`config.mk`:
```
export PLATFORM = sky130hd
export DESIGN_NAME = flt_addsub_seq
export DESIGN_NICKNAME = d
export VERILOG_FILES = /design/src/rtl/flt_addsub_seq.sv
export SDC_FILE = /design/constraint.sdc
export NUM_CORES = 1
export LEC_CHECK = 0
export CORE_ASPECT_RATIO = 1.75
export CORE_MARGIN = 3
export CORE_UTILIZATION = 59
export DETAILED_ROUTE_END_ITERATION = 6
export GPL_ROUTABILITY_DRIVEN = 0
export PLACE_DENSITY = 0.8
export RECOVER_POWER = 25
export SLEW_MARGIN = 30
export SYNTH_ARGS = -nofsm -noshare
export SYNTH_HDL_FRONTEND = slang
export SYNTH_SLANG_ARGS = --single-unit
```
`constraint.sdc`:
```
create_clock -name clk -period 8.45 [get_ports clk]
set_input_delay 0.845 -clock clk [delete_from_list [all_inputs] [get_ports clk]]
set_output_delay 0.845 -clock clk [all_outputs]
set_load 0.1 [all_outputs]
```
`src/rtl/flt_addsub_seq.sv`:
```
// flt_addsub_seq: multi-cycle float adder/subtractor, start/done handshake.
// Bit-serial align and normalise, round-to-nearest-even via G/R/S.
`timescale 1ns/1ps
module flt_addsub_seq #(
  parameter int EXP_W = 5,
  parameter int MAN_W = 10,
  localparam int W = 1 + EXP_W + MAN_W
) (
  input  logic         clk,
  input  logic         reset,
  input  logic         start,
  input  logic         op,
  input  logic [W-1:0] a,
  input  logic [W-1:0] b,
  output logic         ready,
  output logic         done,
  output logic [W-1:0] result,
  output logic         ovf,
  output logic         unf
);

  localparam int CW = $clog2(MAN_W + 4);
  localparam int AW = MAN_W + 5;
  localparam logic [EXP_W:0] E_ONE = 1;
  localparam logic [EXP_W:0] E_MAX = {1'b0, {EXP_W{1'b1}}};
  localparam logic [CW-1:0] C_ONE = 1;
  localparam logic [CW-1:0] C_LAST = CW'(MAN_W + 2);

  typedef enum logic [2:0] {
    S_IDLE,
    S_UNPACK,
    S_ALIGN,
    S_ADD,
    S_NORM,
    S_ROUND,
    S_DONE
  } state_t;

  state_t state, state_n;

  logic [W-1:0]   a_q, a_n;
  logic [W-1:0]   b_q, b_n;
  logic           op_q, op_n;
  logic           sub_q, sub_n;
  logic           xs, xs_n;
  logic [EXP_W:0] xe, xe_n;
  logic [EXP_W:0] d, d_n;
  logic [CW-1:0]  cnt, cnt_n;
  logic [MAN_W:0] xm, xm_n;
  logic [MAN_W:0] ym, ym_n;
  logic           g, g_n;
  logic           r, r_n;
  logic           s, s_n;
  logic [AW-1:0]  acc, acc_n;
  logic [W-1:0]   res_n;
  logic           ovf_n;
  logic           unf_n;

  logic           sbe;
  logic           za;
  logic           zb;
  logic           a_ge;
  logic [W-2:0]   big;
  logic [W-2:0]   sml;
  logic [EXP_W:0] d_init;
  logic [AW-1:0]  add_x;
  logic [AW-1:0]  add_y;
  logic [AW-1:0]  sum;
  logic           inc;
  logic [MAN_W+1:0] msum;
  logic [MAN_W-1:0] rfrac;
  logic [EXP_W:0] re;

  assign sbe    = b_q[W-1] ^ op_q;
  assign za     = (a_q[W-2:MAN_W] == '0);
  assign zb     = (b_q[W-2:MAN_W] == '0);
  assign a_ge   = (a_q[W-2:0] >= b_q[W-2:0]);
  assign big    = a_ge ? a_q[W-2:0] : b_q[W-2:0];
  assign sml    = a_ge ? b_q[W-2:0] : a_q[W-2:0];
  assign d_init = {1'b0, big[W-2:MAN_W]}
                - {1'b0, sml[W-2:MAN_W]};

  assign add_x = {1'b0, xm, 3'b000};
  assign add_y = {1'b0, ym, g, r, s};
  assign sum   = sub_q ? (add_x - add_y)
                       : (add_x + add_y);

  assign inc   = acc[2] & (acc[1] | acc[0] | acc[3]);
  assign msum  = {1'b0, acc[MAN_W+3:3]}
               + {{(MAN_W+1){1'b0}}, inc};
  assign rfrac = msum[MAN_W+1] ? msum[MAN_W:1]
                               : msum[MAN_W-1:0];
  assign re    = msum[MAN_W+1] ? (xe + E_ONE) : xe;

  assign ready = (state == S_IDLE);
  assign done  = (state == S_DONE);

  // Next-state and datapath update for every FSM phase.
  always_comb begin
    state_n = state;
    a_n     = a_q;
    b_n     = b_q;
    op_n    = op_q;
    sub_n   = sub_q;
    xs_n    = xs;
    xe_n    = xe;
    d_n     = d;
    cnt_n   = cnt;
    xm_n    = xm;
    ym_n    = ym;
    g_n     = g;
    r_n     = r;
    s_n     = s;
    acc_n   = acc;
    res_n   = result;
    ovf_n   = ovf;
    unf_n   = unf;
    unique case (state)
      S_IDLE: begin
        if (start) begin
          a_n     = a;
          b_n     = b;
          op_n    = op;
          ovf_n   = 1'b0;
          unf_n   = 1'b0;
          state_n = S_UNPACK;
        end
      end
      S_UNPACK: begin
        sub_n = a_q[W-1] ^ sbe;
        xs_n  = a_ge ? a_q[W-1] : sbe;
        xe_n  = {1'b0, big[W-2:MAN_W]};
        xm_n  = {1'b1, big[MAN_W-1:0]};
        ym_n  = {1'b1, sml[MAN_W-1:0]};
        d_n   = d_init;
        cnt_n = '0;
        g_n   = 1'b0;
        r_n   = 1'b0;
        s_n   = 1'b0;
        if (za && zb) begin
          res_n   = '0;
          state_n = S_DONE;
        end else if (za) begin
          res_n   = {sbe, b_q[W-2:0]};
          state_n = S_DONE;
        end else if (zb) begin
          res_n   = a_q;
          state_n = S_DONE;
        end else if (d_init == '0) begin
          state_n = S_ADD;
        end else begin
          state_n = S_ALIGN;
        end
      end
      S_ALIGN: begin
        ym_n  = ym >> 1;
        g_n   = ym[0];
        r_n   = g;
        s_n   = s | r;
        d_n   = d - E_ONE;
        cnt_n = cnt + C_ONE;
        if (d == E_ONE || cnt == C_LAST)
          state_n = S_ADD;
      end
      S_ADD: begin
        acc_n = sum;
        if (sum == '0) begin
          res_n   = '0;
          state_n = S_DONE;
        end else begin
          state_n = S_NORM;
        end
      end
      S_NORM: begin
        if (acc[AW-1]) begin
          acc_n   = {1'b0, acc[AW-1:2],
                     acc[1] | acc[0]};
          xe_n    = xe + E_ONE;
          state_n = S_ROUND;
        end else if (acc[AW-2]) begin
          state_n = S_ROUND;
        end else if (xe == E_ONE) begin
          res_n   = {xs, {(W-1){1'b0}}};
          unf_n   = 1'b1;
          state_n = S_DONE;
        end else begin
          acc_n = {acc[AW-2:0], 1'b0};
          xe_n  = xe - E_ONE;
        end
      end
      S_ROUND: begin
        if (re >= E_MAX) begin
          res_n = {xs, {EXP_W{1'b1}},
                   {MAN_W{1'b0}}};
          ovf_n = 1'b1;
        end else begin
          res_n = {xs, re[EXP_W-1:0], rfrac};
        end
        state_n = S_DONE;
      end
      S_DONE: begin
        state_n = S_IDLE;
      end
      default: begin
        state_n = S_IDLE;
      end
    endcase
  end

  // State, operand and datapath registers; reset aborts any operation.
  always_ff @(posedge clk or posedge reset) begin
    if (reset) begin
      state  <= S_IDLE;
      a_q    <= '0;
      b_q    <= '0;
      op_q   <= 1'b0;
      sub_q  <= 1'b0;
      xs     <= 1'b0;
      xe     <= '0;
      d      <= '0;
      cnt    <= '0;
      xm     <= '0;
      ym     <= '0;
      g      <= 1'b0;
      r      <= 1'b0;
      s      <= 1'b0;
      acc    <= '0;
      result <= '0;
      ovf    <= 1'b0;
      unf    <= 1'b0;
    end else begin
      state  <= state_n;
      a_q    <= a_n;
      b_q    <= b_n;
      op_q   <= op_n;
      sub_q  <= sub_n;
      xs     <= xs_n;
      xe     <= xe_n;
      d      <= d_n;
      cnt    <= cnt_n;
      xm     <= xm_n;
      ym     <= ym_n;
      g      <= g_n;
      r      <= r_n;
      s      <= s_n;
      acc    <= acc_n;
      result <= res_n;
      ovf    <= ovf_n;
      unf    <= unf_n;
    end
  end

endmodule

```
==> Word-level counts from Yosys, hierarchy flattened <==
Index checks and enable logic that the tools add are counted.
{ "classes": {"mux": 47, "order_cmp": 2, "bitwise": 6, "eq_ne": 20, "n_reduce_logical": 20, "addsub": 8} }
{ "ops": {"columns": ["op", "count"], "rows": [
  ["two-way mux 16 bit", 7],
  ["one-hot mux 16 bit (4 select lines)", 1],
  ["two-way mux 15 bit", 4],
  ["two-way mux 14 bit", 3],
  ["one-hot mux 15 bit (2 select lines)", 1],
  ["two-way mux 3 bit", 8],
  ["two-way mux 6 bit", 4],
  ["one-hot mux 6 bit (2 select lines)", 2],
  ["one-hot mux 11 bit (2 select lines)", 1],
  ["one-hot mux 3 bit (6 select lines)", 1],
  ["adder 14 x 14 -> 15 bit", 1],
  ["greater-or-equal comparator 15 bit", 1],
  ["logical NOT 15 bit", 1],
  ["subtractor 14 x 14 -> 15 bit", 1],
  ["!= test 2 bit, second input constant", 7],
  ["adder 11 x 1 -> 12 bit", 1],
  ["equality test 6 x 1 -> 1 bit, second input constant", 2],
  ["AND reduction 3 bit", 4],
  ["subtractor 6 x 1 -> 6 bit, second input constant", 2],
  ["logical NOT 5 bit", 2],
  ["two-way mux 10 bit", 1],
  ["one-hot mux 1 bit (2 select lines)", 5],
  ["nonzero test 2 bit", 5],
  ["equality test 3 bit, second input constant", 3],
  ["23 further kinds", 35]
]} }
{ "totals": {"input_bits": 36, "out_inout_bits": 20, "wordCells": 122, "regBits": 112} }

==> Depth between registers and ports, before layout <==
{ "logic_depth": {"word_depth": 9, "mapped_depth": 13, "depth_no_buf": 12} }

==> Worst setup path after synthesis <==
OpenSTA, ideal clock, no wires.
{ "synth_path": {"path_type": "register -> register", "from": "register state[1]", "to": "register a_q[15]", "path_stages_with_launch": 8, "path_buffers": 3, "synth_period_minus_slack_ns": 3.858, "arrival_ns": 3.793, "path_slack_ns": 4.592, "setup_time_ns": 0.065, "cell_sequence": "dfrtp_1 nor3_1 and2_1 clkbuf_1 clkbuf_1 buf_1 nand2_1 nand2_1"} }
{ "synth_between": {"elab_chain_cells": 2} }
{ "synth_lines": {"columns": ["item", "line", "text"], "rows": [
  ["from (decl)", "39", "state_t state, state_n;"],
  ["from (signal assigned)", "232", "state <= state_n;"],
  ["logical NOT 3 bit", null, null],
  ["net ready", "15", "output logic ready,"],
  ["AND reduction 2 bit (no source line)", null, null],
  ["to (signal assigned)", "233", "a_q <= a_n;"],
  ["to (decl)", "41", "logic [W-1:0] a_q, a_n;"]
]} }
The timed path passes the listed nets, and every way through them passes these cells.
A chain may end at the register's enable or synchronous reset.

==> Worst setup path after layout <==
{ "layout_path": {"from": "register xm[0]", "to": "register result[7]"} }
{ "layout_between": {"elab_chain_cells": 5} }
{ "layout_lines": {"columns": ["item", "line", "text"], "rows": [
  ["from (decl)", "49", "logic [MAN_W:0] xm, xm_n;"],
  ["from (signal assigned)", "241", "xm <= xm_n;"],
  ["adder 14 x 14 -> 15 bit / subtractor 14 x 14 -> 15 bit (equally long branches)", "86, 85", null],
  ["two-way mux 15 bit *", "85", "assign sum = sub_q ? (add_x - add_y)"],
  ["logical NOT 15 bit *", "167", "if (sum == '0) begin"],
  ["!= test 2 bit (no source line) *", null, null],
  ["AND reduction 6 bit (no source line) *", null, null],
  ["to (signal assigned)", "247", "result <= res_n;"],
  ["to (decl)", "17", "output logic [W-1:0] result,"]
]} }
Every way passes the cells marked *; elsewhere a longest branch is shown, timed or not.

==> flow_summary.ini <==
[timing]
fin_tns_setup_ns = 0
fin_crit_sh_pct = 46.6
slew_viol_final = 86
holdWs_ns = 0.496
layout_setup_ws_ns = 4.51
fin_crit_ns = 3.94
fmax_mhz = 254
rsz0062_at_grt = false
slew_headroom_pct = -21.8
worst_pin_slew_ns = 1.82
finalSetupViolations = 0
hold_violations = 0
skew_ns = 0.00709

[yosys]
synthSimpleGateAreaFrac_pct = 18.2
synth_top_family_by_area = compound AO/OA/AOI/OAI gates
synthAdderAreaFrac_pct = 7.56
syn_inst = 946
synthArstFlopShare_pct = 100
yosysWarnings = 0
synth-compound-area-share_pct = 24.8
ys_ff_latch = 112
synth.distinct_cells = 75
synth_area_um2 = 7870
synth-xor-area-share_pct = 3.21
synth.avg_cell_area_um2 = 8.32
synth_fp_nets = 1029
synth_edf_count = 0
synth_seq_area_share_pct = 35.6
muxShareOfSynthArea_pct = 4.59
synth_flop_cell = dfrtp_1

[worst_setup_path]
cp_max_fo = 12
reg2reg_to = result[7]
worstRegToRegCells = 12
crit_required_ns = 8.69
end_kind = flop
reg2reg_from = xm[0]
start_kind = flop
critPathArrivalTime_ns = 4.18
path_class = reg -> reg
regToRegSetupSlack_ns = 4.51

[global_routing]
grt_overflow = 0
antenna_found_initial = 0
grt_max_degree = 72
first_global_vias = 6850
grt_pass1_wl_mm = 33.8
grt_use_total_pct = 28.7

[floorplanning]
num_rows = 55
start_util_pct = 60.5
die_h_um = 159
dieArea_um2 = 14800
io_pins = 56
die_w_um = 93.3
core_area_um2 = 13000

[clocking]
clock_sinks = 112
cts-root-buf = clkbuf_16
postCtsResizedCells = 0
holdBufCountCts = 0
cts_buffers = 9
ctsHtreeMaxLevel = 3
cts_tree = done
clk_path_buf_depth = 2
clock_latency_ns = 0.35
post_cts_buffers = 0
clkTransAtPathRegs_ns = 0.08

[placed_design]
place_ws_ns = 4.51
dp_hpwl_mm = 15.4
io_buffers = 55

[route]
firstDrtPassIters = 5
initialDrtViolationCount = 505
vias = 7040
wl_mm = 20.6
antenna_left = 0
post_drt_wl_per_cell_um = 18.1
via_per_inst = 6.18
drc = 0

[hold_path]
min_to = cnt[3]
hp-class = reg -> reg
hp-start = cnt[3]
hold_depth = 1

[finish]
syn_to_final_growth_pct = 11.0
num_antenna_cells = 0
n_fill_cell = 1082
drive_gt1_share_pct = 4.96
multi_input_area_um2 = 4610
final_core_util_pct = 67.2
ff_latch_area_um2 = 2800
fin_nets = 1046

[outcome]
status = finished with violations
violations = max-capacitance violations, max-slew violations

[run]
max_cap_violations = 2
-- logic make-up after synthesis --
logic type	after synthesis
AOI/OAI and AO/OA	307
xor gates and xnor gates	28
adders and majority gates	47
buffers and inverters	111
DFF	112
muxes	34
and+or+nand+nor	307
-- cell usage after synthesis, types with 8 or more instances --
library cell / n / area, um^2
ha_1: 46 / 576
inv_1: 52 / 195
dfrtp_1: 112 / 2800
nor2b_1: 8 / 50.1
xor2_1: 11 / 96.3
nand2_1: 138 / 518
xnor2_1: 16 / 140
nor3_1: 21 / 105
a21o_1: 9 / 67.6
mux2i_1: 29 / 290
and2_1: 8 / 50.1
nand4_1: 8 / 50.1
a221oi_1: 10 / 87.6
a221o_1: 10 / 100
o211ai_1: 11 / 82.6
a22oi_1: 11 / 82.6
o21ai_0: 95 / 475
nor2_1: 60 / 225
nand2b_1: 11 / 68.8
clkbuf_1: 41 / 154
a21oi_1: 86 / 430
nand3_1: 21 / 105
-- per-layer routing --
layer	wire [um]	track usage [%]
met1	8110	34.9
met2	10800	50.1
met3	883	3.70
met4	775	12.2
met5	0	0
-- area by class of cell --
class                      instances  share of cell area [%]
timing repair buffer              65                    7.07
inverter                          52                    2.25
sequential                       112                    32.1
tap                              171                    2.45
clock buffer                       9                    2.58
multi-input combinational        723                    52.7
clock inverter                     7                   0.887
-- registers in the layout, summed over array words and instances, names as in the netlist --
name	cells
result	16
a_q	16
b_q	16
cnt	4
acc	15
unf	1
sub_q	1
g	1
r	1
state	3
xm	11
op_q	1
xe	6
s	1
d	6
xs	1
ovf	1
ym	11
-- worst max-delay path, stage by stage (launching register included) --
cell and delay, ns:
dfrtp_1 0.39, ha_1 0.24, inv_1 0.07, fa_1 0.38, o21bai_1 0.26, a211o_1 0.17, o211ai_1 0.09, xnor2_1 0.17
or4_4 0.55, a211oi_2 0.23, a41o_1 0.47, and2_1 0.46, mux2_4 0.34
-- worst max path at each step --
| stage | slack, ns | from | cells after the start | to |
|---|---|---|---|---|
| global route | 4.18 | ym[4] | 11 | result[7] |
| detailed placement | 4.51 | xm[0] | 12 | result[9] |
| global placement | 4.59 | xm[0] | 12 | result[9] |
| CTS | 4.50 | xm[0] | 12 | result[9] |
| finish | 4.51 | xm[0] | 12 | result[7] |
| floorplan | 4.59 | state[1] | 7 | a_q[15] |
-- through the flow --
stage,instance area (um^2),std cells
after floorplan,7870,946
after global placement,8440,1123
after detailed placement,8450,1123
after CTS,8750,1139
after global routing,8740,1139
final,8740,1139
-- cells in the final DEF (no fill, tap or decap), types with 8 or more instances in the layout --
master,instances
nand2_1,138
dfrtp_1,112
o21ai_0,95
a21oi_1,86
nor2_1,60
clkdlybuf4s50_1,54
inv_1,51
ha_1,46
mux2i_1,29
nand3_1,21
nor3_1,20
xnor2_1,16
nand2b_1,11
o211ai_1,11
xor2_1,11
a22oi_1,11
a221oi_1,10
a221o_1,10
a21o_1,9
clkbuf_16,9
and2_1,8
nor2b_1,8
nand4_1,8
Power is not shown: default switching activity piles up to over one toggle a cycle in this logic, so the estimate is an artifact.
